--- config.mk ---
export PLATFORM = sky130hd
export DESIGN_NAME = ex1_b_demux
export DESIGN_NICKNAME = d
export VERILOG_FILES = /design/src/rtl/ex1_b_demux.sv
export SDC_FILE = /design/constraint.sdc
export NUM_CORES = 1
export LEC_CHECK = 0
export ABC_AREA = 1
export CAP_MARGIN = 10
export CORE_MARGIN = 2
export CORE_UTILIZATION = 54
export CTS_CLUSTER_DIAMETER = 200
export CTS_CLUSTER_SIZE = 12
export DETAILED_ROUTE_END_ITERATION = 7
export PLACE_DENSITY = 0.81
export SLEW_MARGIN = 20
export SYNTH_ARGS = -nofsm -noshare
export SYNTH_HDL_FRONTEND = slang
export SYNTH_SLANG_ARGS = --single-unit
--- constraint.sdc ---
create_clock -name clk -period 3.29 [get_ports clk]
set_input_delay 0.987 -clock clk [delete_from_list [all_inputs] [get_ports clk]]
set_output_delay 0.987 -clock clk [all_outputs]
set_load 0.03 [all_outputs]
--- src/rtl/ex1_b_demux.sv ---
// rtl/ex1_b_demux.sv - 1-to-5 routed demux with a 2-entry FIFO per output channel
// Select bits steer each accepted word into one channel queue; back-pressure is the only overflow mechanism.

module ex1_b_demux_ch #(
  parameter int DATA_WIDTH = 3
) (
  input  logic                  clk,
  input  logic                  rst_n,
  input  logic                  push,
  input  logic [DATA_WIDTH-1:0] din,
  input  logic                  rdy,
  output logic [DATA_WIDTH-1:0] dout,
  output logic                  vld,
  output logic                  full
);

  logic [1:0]            count;
  logic [DATA_WIDTH-1:0] head;
  logic [DATA_WIDTH-1:0] tail;
  logic                  pop;

  assign pop  = vld & rdy;
  assign vld  = (count != 2'd0);
  assign full = (count == 2'd2);
  assign dout = head;

  // Only the occupancy count is reset; entry contents are don't-care while empty.
  always_ff @(posedge clk) begin
    if (!rst_n) begin
      count <= 2'd0;
    end else begin
      case ({push, pop})
        2'b10: count <= count + 2'd1;
        2'b01: count <= count - 2'd1;
        default: count <= count;
      endcase
    end
  end

  always_ff @(posedge clk) begin
    if (rst_n) begin
      case ({push, pop})
        2'b10: begin
          if (count == 2'd0) head <= din;
          else               tail <= din;
        end
        2'b01: head <= tail;
        2'b11: begin
          // At count 1 the pushed word replaces the departing head directly.
          if (count == 2'd1) begin
            head <= din;
          end else begin
            head <= tail;
            tail <= din;
          end
        end
        default: begin
          head <= head;
          tail <= tail;
        end
      endcase
    end
  end

endmodule

module ex1_b_demux #(
  parameter int DATA_WIDTH = 3
) (
  input  logic                  clk,
  input  logic                  rst_n,
  input  logic                  s2,
  input  logic                  s1,
  input  logic                  s0,
  input  logic [DATA_WIDTH-1:0] M,
  input  logic                  M_vld,
  output logic                  M_rdy,
  output logic [DATA_WIDTH-1:0] U,
  output logic [DATA_WIDTH-1:0] V,
  output logic [DATA_WIDTH-1:0] W,
  output logic [DATA_WIDTH-1:0] X,
  output logic [DATA_WIDTH-1:0] Y,
  output logic                  U_vld,
  output logic                  V_vld,
  output logic                  W_vld,
  output logic                  X_vld,
  output logic                  Y_vld,
  input  logic                  U_rdy,
  input  logic                  V_rdy,
  input  logic                  W_rdy,
  input  logic                  X_rdy,
  input  logic                  Y_rdy,
  output logic [7:0]            acc_cnt
);

  logic [4:0]            sel_oh;
  logic [4:0]            push;
  logic [4:0]            full;
  logic [4:0]            vld;
  logic [4:0]            rdy;
  logic [DATA_WIDTH-1:0] dout [5];
  logic                  accept;

  // Channel order in the vectors: 0=U, 1=V, 2=W, 3=X, 4=Y.
  always_comb begin
    sel_oh = 5'b00000;
    if (s2) sel_oh[4] = 1'b1;
    else    sel_oh[{s1, s0}] = 1'b1;
  end

  // Ready depends only on target occupancy, never on the consumer's ready.
  assign M_rdy  = !rst_n || !(|(sel_oh & full));
  assign accept = M_vld && M_rdy && rst_n;
  assign push   = sel_oh & {5{accept}};
  assign rdy    = {Y_rdy, X_rdy, W_rdy, V_rdy, U_rdy};

  for (genvar c = 0; c < 5; c++) begin : g_ch
    ex1_b_demux_ch #(
      .DATA_WIDTH(DATA_WIDTH)
    ) u_ch (
      .clk  (clk),
      .rst_n(rst_n),
      .push (push[c]),
      .din  (M),
      .rdy  (rdy[c]),
      .dout (dout[c]),
      .vld  (vld[c]),
      .full (full[c])
    );
  end

  assign U = dout[0];
  assign V = dout[1];
  assign W = dout[2];
  assign X = dout[3];
  assign Y = dout[4];

  assign U_vld = vld[0];
  assign V_vld = vld[1];
  assign W_vld = vld[2];
  assign X_vld = vld[3];
  assign Y_vld = vld[4];

  always_ff @(posedge clk) begin
    if (!rst_n)      acc_cnt <= 8'd0;
    else if (accept) acc_cnt <= acc_cnt + 8'd1;
  end

endmodule

Word-level counts from Yosys, hierarchy flattened
Cells that the tools add are included.
- flip-flop bits (word level): 48
- latch bits: 0
- memory bits (writable): 0
- bits in read-only memories: 0
- bits of input ports: 14
- logic and storage cells: 157
- memories kept: 0
- add/subtract/negate cells: 11
- multiply operators: 0
- div/mod/pow operators: 0
- order comparisons: 2
- equality and inequality tests: 40
- shift operators: 0
- muxes and demuxes: 39
- bitwise operators: 7
- reductions and logical operators: 42
- operators with widths (cell ; count):
    $mux W3 ; 20
    $pmux W3 S3 ; 5
    $eq A2 B2 Y1 const B ; 15
    $pmux W3 S2 ; 5
    $reduce_bool A2 Y1 ; 15
    $eq A2 B1 Y1 const B ; 10
    $ne A2 B2 Y1 const B ; 10
    $pmux W2 S2 ; 5
    $reduce_and A4 Y1 ; 5
    $reduce_and A3 Y1 ; 5
    $reduce_bool A3 Y1 ; 5
    $add A2 B1 Y2 const B ; 5
    $and A5 B5 Y5 ; 2
    $logic_not A2 Y1 ; 5
    $ne A2 B1 Y1 const B ; 5
    $sub A2 B1 Y2 const B ; 5
    $add A8 B1 Y8 const B ; 1
    $and A1 B1 Y1 ; 5
    $reduce_or A5 Y1 ; 1
    $lt A2 B4 Y1 const B ; 1
    $mux W4 ; 1
    $logic_and A1 B1 Y1 ; 3
    $demux W1 S2 ; 1
    $ge A2 B1 Y1 const B ; 1
    3 further kinds ; 5

Depth between registers and ports, before layout
Gate-level depths: netlist of run 1.
- word-level depth: 15
- mapped depth: 12

Hierarchy
From an unflattened synthesis of run 1, not the netlist that was laid out.
- cells, all modules: 368
- area total of the unflattened synthesis: 2990.4 um2
- by module, submodules not included (module ; times used ; cells each ; area each (um2)):
    ex1_b_demux_ch (g_ch[0].u_ch ...) ; 4 ; 56 ; 474.2
    ex1_b_demux ; 1 ; 86 ; 581.8
    ex1_b_demux_ch (g_ch[4].u_ch) ; 1 ; 58 ; 511.7

Worst setup path before layout of run 1
No wires, ideal clock.
- path kind: input to output
- from: input s1
- to: output M_rdy
- arrival: 1961 ps
- data required time: 2303 ps
- path slack: 342 ps
- stages on the path: 4
- cell sequence: inv_1 -> nand4_1 -> nand3_2 -> o21ai_0
- cells in the longest elaborated chain, start to end: 9
- ends and longest elaborated chain (item ; line ; RTL):
    start, declared ; 73 ; input logic s1,
    $lt A2 B4 Y1 (not written as such) or $ge A2 B1 Y1 (tied branches) ; 108 ; else sel_oh[{s1, s0}] = 1'b1;
    $logic_and A1 B1 Y1 (not written as such) ; 108 ;
    $mux W1 (not written as such) ; 108 ;
    $demux W1 S2 * ; 108 ;
    $mux W4 * ; 107 ; if (s2) sel_oh[4] = 1'b1;
    $and A5 B5 Y5 * ; 112 ; assign M_rdy = !rst_n || !(|(sel_oh & full));
    $reduce_or A5 Y1 * ; 112 ;
    $logic_not A1 Y1 * ; 112 ;
    $logic_or A1 B1 Y1 * ; 112 ;
    end, declared ; 77 ; output logic M_rdy,
Every way passes the cells marked *; elsewhere a longest branch is shown, timed or not.

Worst setup path in the final report of run 1
- from: input s0
- to: output M_rdy
- cells in the longest elaborated chain, start to end: 9
- ends and longest elaborated chain (item ; line ; RTL):
    start, declared ; 74 ; input logic s0,
    $lt A2 B4 Y1 (not written as such) or $ge A2 B1 Y1 (tied branches) ; 108 ;
    $logic_and A1 B1 Y1 (not written as such) ; 108 ;
    $mux W1 (not written as such) ; 108 ;
    $demux W1 S2 * ; 108 ;
    $mux W4 * ; 107 ;
    $and A5 B5 Y5 * ; 112 ;
    $reduce_or A5 Y1 * ; 112 ;
    $logic_not A1 Y1 * ; 112 ;
    $logic_or A1 B1 Y1 * ; 112 ;
Marked as above.

==> results of run 1 <==
metal layers:
layer	vias up	part of all wire, %	track usage (%)	wire length, um
met5	-	0	0	0
met1	1028	45	24.79	2488
li1	1122	-	-	-
met4	0	1.1	6.364	60
met3	10	5.1	4.739	283
met2	56	49	36.11	2705
power breakdown:
part	switching (mW)	leakage, nW	total [mW]	internal (mW)
Combinational	0.455	1.14	0.738	0.283
Sequential	0.0303	0.420	0.753	0.723
Clock	0.197	0.0434	0.368	0.170
cell type report:
class	count	area [sq um]
Tap cell	70	87.58
Timing Repair Buffer	47	457.9
Multi-Input combinational cell	193	1276
Inverter	68	260.3
Fill cell	408	1634
Sequential cell	48	1261
Clock buffer	6	82.58
Clock inverter	2	15.01
registers in the layout, indices dropped and copies added (netlist names):
signal / count
g_ch.u_ch.tail: 15
g_ch.u_ch.dout: 15
acc_cnt: 8
g_ch.u_ch.count: 10
worst max-delay path by stage:
stage	from	to	slack, ps	cells after the start
after CTS	s1	M_rdy	40	6
after detailed placement	s1	g_ch[1].u_ch.tail[2]	-80	10
after global placement	s1	M_rdy	60	6
after global routing	s0	M_rdy	8	6
after floorplan	s1	M_rdy	340	4
final	s0	M_rdy	80	6
layout by cell type (no fill, tap or decap), types with 7 or more instances in the layout:
master / n
a21oi_1: 21
xor2_1: 11
o22ai_1: 15
nor2_1: 20
inv_1: 66
nand4_1: 7
o21ai_0: 9
clkdlybuf4s50_1: 40
ha_1: 31
dfxtp_1: 18
nand2_1: 53
edfxtp_1: 30
critical path, cell delays in order:
cell and delay (ps):
clkdlybuf4s50_1 500, nor2_2 190, nand3_1 120, nand2_2 140, o21ai_1 90, buf_4 190
timing repair:
action | in CTS | in global routing
endpoints found under the hold margin | 0 | 0
setup endpoints to repair | 0 | 1
gates resized for setup | 0 | 2
hold buffers | 0 | 0
cells by family after synthesis:
| logic type | after synthesis | share of synthesized area (%) |
|---|---|---|
| AOI/OAI and AO/OA | 52 | 10.56 |
| xor gates and xnor gates | 12 | 3.728 |
| adders and majority gates | 31 | 13.76 |
| buffers and inverters | 73 | 9.986 |
| DFF | 48 | 44.74 |
| and+or+nand+nor | 98 | 17.22 |
metrics by stage:
stage               cells  worst slack, ps  hold WS [ps]
finish                434            82.80         503.2
global route          434            8.182         546.7
CTS                   434            37.63         505.7
detailed placement    426           -78.75         490.7
global placement      426            64.63         491.0
floorplan             314            342.2         497.8
==> impl_metrics.ini, run 1 <==
[drt]
drtAntennaViolNets = 0
routed_wl_um = 5537
drtIter0Drc = 168
detail_route.wl_per_cell_um = 12.76
vias = 2216
firstDrtPassIters = 4
viasPerCell = 5.106
drc = 0

[floorplanning]
ios = 43
initial_core_util_pct = 55.55
die_h_um = 76.25
dieArea_sq_um = 5814
core_area_sq_um = 5075
die_w_um = 76.25
num_rows = 26

[yosys]
syn-num-nets = 359
synth_flop_cell = edfxtp_1
ys_async_sr_fraction_pct = 0
yosysMostFrequentCell = inv_1
synth.top_cell.area_share_pct = 31.96
synth_cells = 314
synthTopCellsByArea = edfxtp_1, ha_1, dfxtp_1
synth_warnings = 0
seq_area_frac_synth_pct = 44.74
synth_edf_count = 30
synth_common_cells = inv_1, nand2_1, ha_1
synth_seq_cells = 48
syn_avg_cell_area_sq_um = 8.978
synth_cell_types = 29
syn_area_sq_um = 2819
yosys.area.top_type = edfxtp_1

[worst_setup_path]
rr_endpoint = g_ch[1].u_ch.tail[2]
crit_required_ps = 2300
endpoint_kind = primary output
path_class = input pin to primary output
path_max_fanout = 5
worstPathArrival_ps = 2220
start_kind = input pin
r2r_start = g_ch[1].u_ch.count[0]
reg2reg_depth = 10
r2r_slack_ps = 880

[clock_network]
numCtsBuffers = 5
htree_levels = 2
cts_tree = built
clock_sinks = 48
cts.clk_slew.worst_paths_ps = 80
insertion_delay_ps = 300
post_cts_buffers = 0
cts-root-buf = clkbuf_8
cts_buffer_depth = 2

[finish]
syn_to_final_growth_pct = 22.06
final_util_pct = 67.80
layout-drive-gt1-share_pct = 7.692
postLayoutCellArea_sq_um = 3441
nets = 408
antennaDiodeCount = 0

[global_routing]
grt_use_total_pct = 20.47
grt_overflow = 0
antenna_found_initial = 0
grt_pass1_vias = 2176
grt_max_degree = 16
grt_pass1_wl_um = 9666

[worst_hold_path]
whs_endpoint = acc_cnt[7]
holdCritStartpoint = acc_cnt[7]
hold_path.class = flop to flop
whs_path_depth = 2

[placement]
numPortBuffers = 42
placedInstanceArea_sq_um = 3341
gp_congestion = 0.7960
dp_hpwl_um = 4305

[sta]
hold_viol = 0
slew_violations = 0
fin_crit_ps = 3207
worst_slew_margin_rel_pct = 67.43
tightest_slew_ps = 485.7
min_period_over_period_pct = 97.48
setup_tns_ps = 0
fmax_mhz = 311.8
finClkSkew_ps = 3.581
rsz0062_at_grt = no
setup_viol = 0

[run]
drv_cap = 0

[power_and_ir_drop]
fin_total_pwr_mw = 1.859
leakage_nw = 1.600
ir_worst_vdd_v = 0.0001984
p_per_area_nw_per_um2 = 540.2

[run_status]
status = complete, no violations
No activity file was read; power rests on OpenSTA's default activity.
==> run 2: changes to the inputs <==
--- a/config.mk
+++ b/config.mk
@@ -7,4 +7,5 @@
 export LEC_CHECK = 0
 export ABC_AREA = 1
+export ABC_CLOCK_PERIOD_IN_PS = 3290
 export CAP_MARGIN = 10
 export CORE_MARGIN = 2
==> constraint.sdc (replaced) <==
create_clock -name clk -period 3.29 [get_ports clk]
set_input_delay 0.329 -clock clk [delete_from_list [all_inputs] [get_ports clk]]
set_output_delay 0.329 -clock clk [all_outputs]
set_load 0.03 [all_outputs]
==> run 2 against run 1 <==
  * Flip-flop and latch count stayed put
  * Cell count is 0.92% lower
  * Routed wire length is 1.9% lower
  * Combinational power hardly changed
  * Via count is 2.3% lower
  * Critical path type is now input pin to flop
==> impl_metrics.ini, run 2 (synthesized netlist as in run 1, its figures left out) <==
[clock_network]
post_cts_buffers = 0
htree_levels = 2
numCtsBuffers = 5
hold_buffers = 0
cts-resized-gates = 0
cts_buffer_depth = 2
cts-root-buf = clkbuf_8
clock_sinks = 48
cts.clk_slew.worst_paths_ps = 90
insertion_delay_ps = 300
cts_tree = built

[sta]
worst_slew_margin_rel_pct = 46.24
hold_viol = 0
rsz0062_at_grt = no
setup_tns_ps = 0
fmax_mhz = 389.9
setup_slack_ps = 725.5
tightest_slew_ps = 805.5
finClkSkew_ps = 9.968
min_period_over_period_pct = 77.95
slew_violations = 0
fin_crit_ps = 2564
setup_viol = 0

[drt]
met3WireLength_um = 249
top_layer = met4
viasPerCell = 5.033
met2_length_um = 2587
m1WireLength_um = 2528
vias = 2164
drtIter0Drc = 99
routed_wl_um = 5432
firstDrtPassIters = 4
drc = 0
drtAntennaViolNets = 0
detail_route.wl_per_cell_um = 12.63

[global_routing]
grt_pass1_wl_um = 9563
grt_use_total_pct = 20.33
grt_pass1_vias = 2151
grt_overflow = 0
grt_max_degree = 22
antenna_found_initial = 0

[floorplanning]
initial_core_util_pct = 55.55
die_h_um = 76.25
die_w_um = 76.25
num_rows = 26
ios = 43
dieArea_sq_um = 5814
core_area_sq_um = 5075

[power_and_ir_drop]
ir_worst_vdd_v = 0.0002973
leakage_nw = 1.594
p_per_area_nw_per_um2 = 576.1

[finish]
nets = 404
layout_common_cells = inv_1, nand2_1, clkdlybuf4s50_1, ha_1, edfxtp_1
layout-drive-gt1-share_pct = 6.111
layout_commonest_cell = inv_1
ff_latch_area_sq_um = 1261
nFillCells = 432
antennaDiodeCount = 0
multiInputGateArea_sq_um = 1276
postLayoutCellArea_sq_um = 3446
syn_to_final_growth_pct = 22.24

[worst_setup_path]
cp_top_family = buffers and inverters
reg2reg_depth = 10
crit_slowest_cell = clkdlybuf4s50_1
worstSetupPathDepth = 10
r2r_start = g_ch[1].u_ch.count[0]
cp_cell_sequence = clkdlybuf4s50_1, inv_2, nand4_1, nand3_2, nor2_8, nand4_2, inv_1, ha_1, o21ai_0, a211oi_1
path_class = input pin to flop
path_max_fanout = 10
crit_required_ps = 3230
endpoint_kind = flop
r2r_slack_ps = 800
cp_slowest_stage_delay_ps = 650
start_kind = input pin
worstPathArrival_ps = 2510
critPathBufInv = 3
rr_endpoint = g_ch[1].u_ch.tail[2]

[run]
drv_cap = 0

[placement]
placedInstanceArea_sq_um = 3313
dp_hpwl_um = 4059
place_ws_ps = 468.3
gp_congestion = 0.8226
numPortBuffers = 42

[worst_hold_path]
whs_endpoint = acc_cnt[7]
whs_path_depth = 2
holdCritStartpoint = acc_cnt[7]
hold_path.class = flop to flop

[run_status]
status = complete, no violations
run 2: cell types whose count changed in the layout (fill, tap and decap cells not counted), moves of 2 or more:
cell and change:
buf_4 -5, bufinv_16 +2, clkdlybuf4s50_1 +2, clkinvlp_4 -2
run 2: per-stage QoR:
stage          std cells  util [%]  hold slack, ps  total power, mW
2_1_floorplan        314         -           427.9            1.272
3_3_place_gp         422     65.29           491.2            1.473
3_5_place_dp         422     65.29           492.7            1.496
4_1_cts              430     67.90           509.4            1.990
5_1_grt              430     67.90           536.1            2.109
6_report             430     67.90           505.5            1.985
run 2: per-layer routing:
| layer | track usage, % | vias to the layer above |
|---|---|---|
| met5 | 0 | - |
| met4 | 6.000 | 0 |
| met3 | 4.028 | 7 |
| met2 | 34.16 | 54 |
| met1 | 26.68 | 992 |
| li1 | - | 1111 |
run 2: how the worst max path moves through the flow:
stage / startpoint / endpoint / slack (ps)
after floorplan: g_ch[1].u_ch.count[0] / g_ch[1].u_ch.tail[0] / 1160
after detailed placement: s2 / g_ch[1].u_ch.tail[2] / 470
after global placement: s2 / g_ch[1].u_ch.tail[0] / 660
after global routing: s2 / g_ch[1].u_ch.tail[2] / 570
final: s2 / g_ch[1].u_ch.tail[2] / 730
after CTS: s2 / g_ch[1].u_ch.tail[2] / 760
run 2: cell type report:
| type | instances | share of cell area (%) |
|---|---|---|
| Multi-Input combinational cell | 193 | 37.04 |
| Clock inverter | 2 | 1.743 |
| Clock buffer | 6 | 2.106 |
| Timing Repair Buffer | 43 | 12.42 |
| Sequential cell | 48 | 36.60 |
| Inverter | 68 | 7.553 |
| Tap cell | 70 | 2.542 |
run 2: power by group:
group	switching (mW)	internal [mW]
sequential	0.0294	0.723
combinational	0.457	0.280
clock	0.192	0.304
total	0.678	1.31
run 2: worst register-to-register path, cell delays in order, from the launching register on:
cell and delay [ps]:
dfxtp_1 380, inv_1 90, ha_1 210, nand4_1 110, nand3_2 130, nor2_8 220
nand4_2 150, inv_1 130, ha_1 200, o21ai_0 110, a211oi_1 400
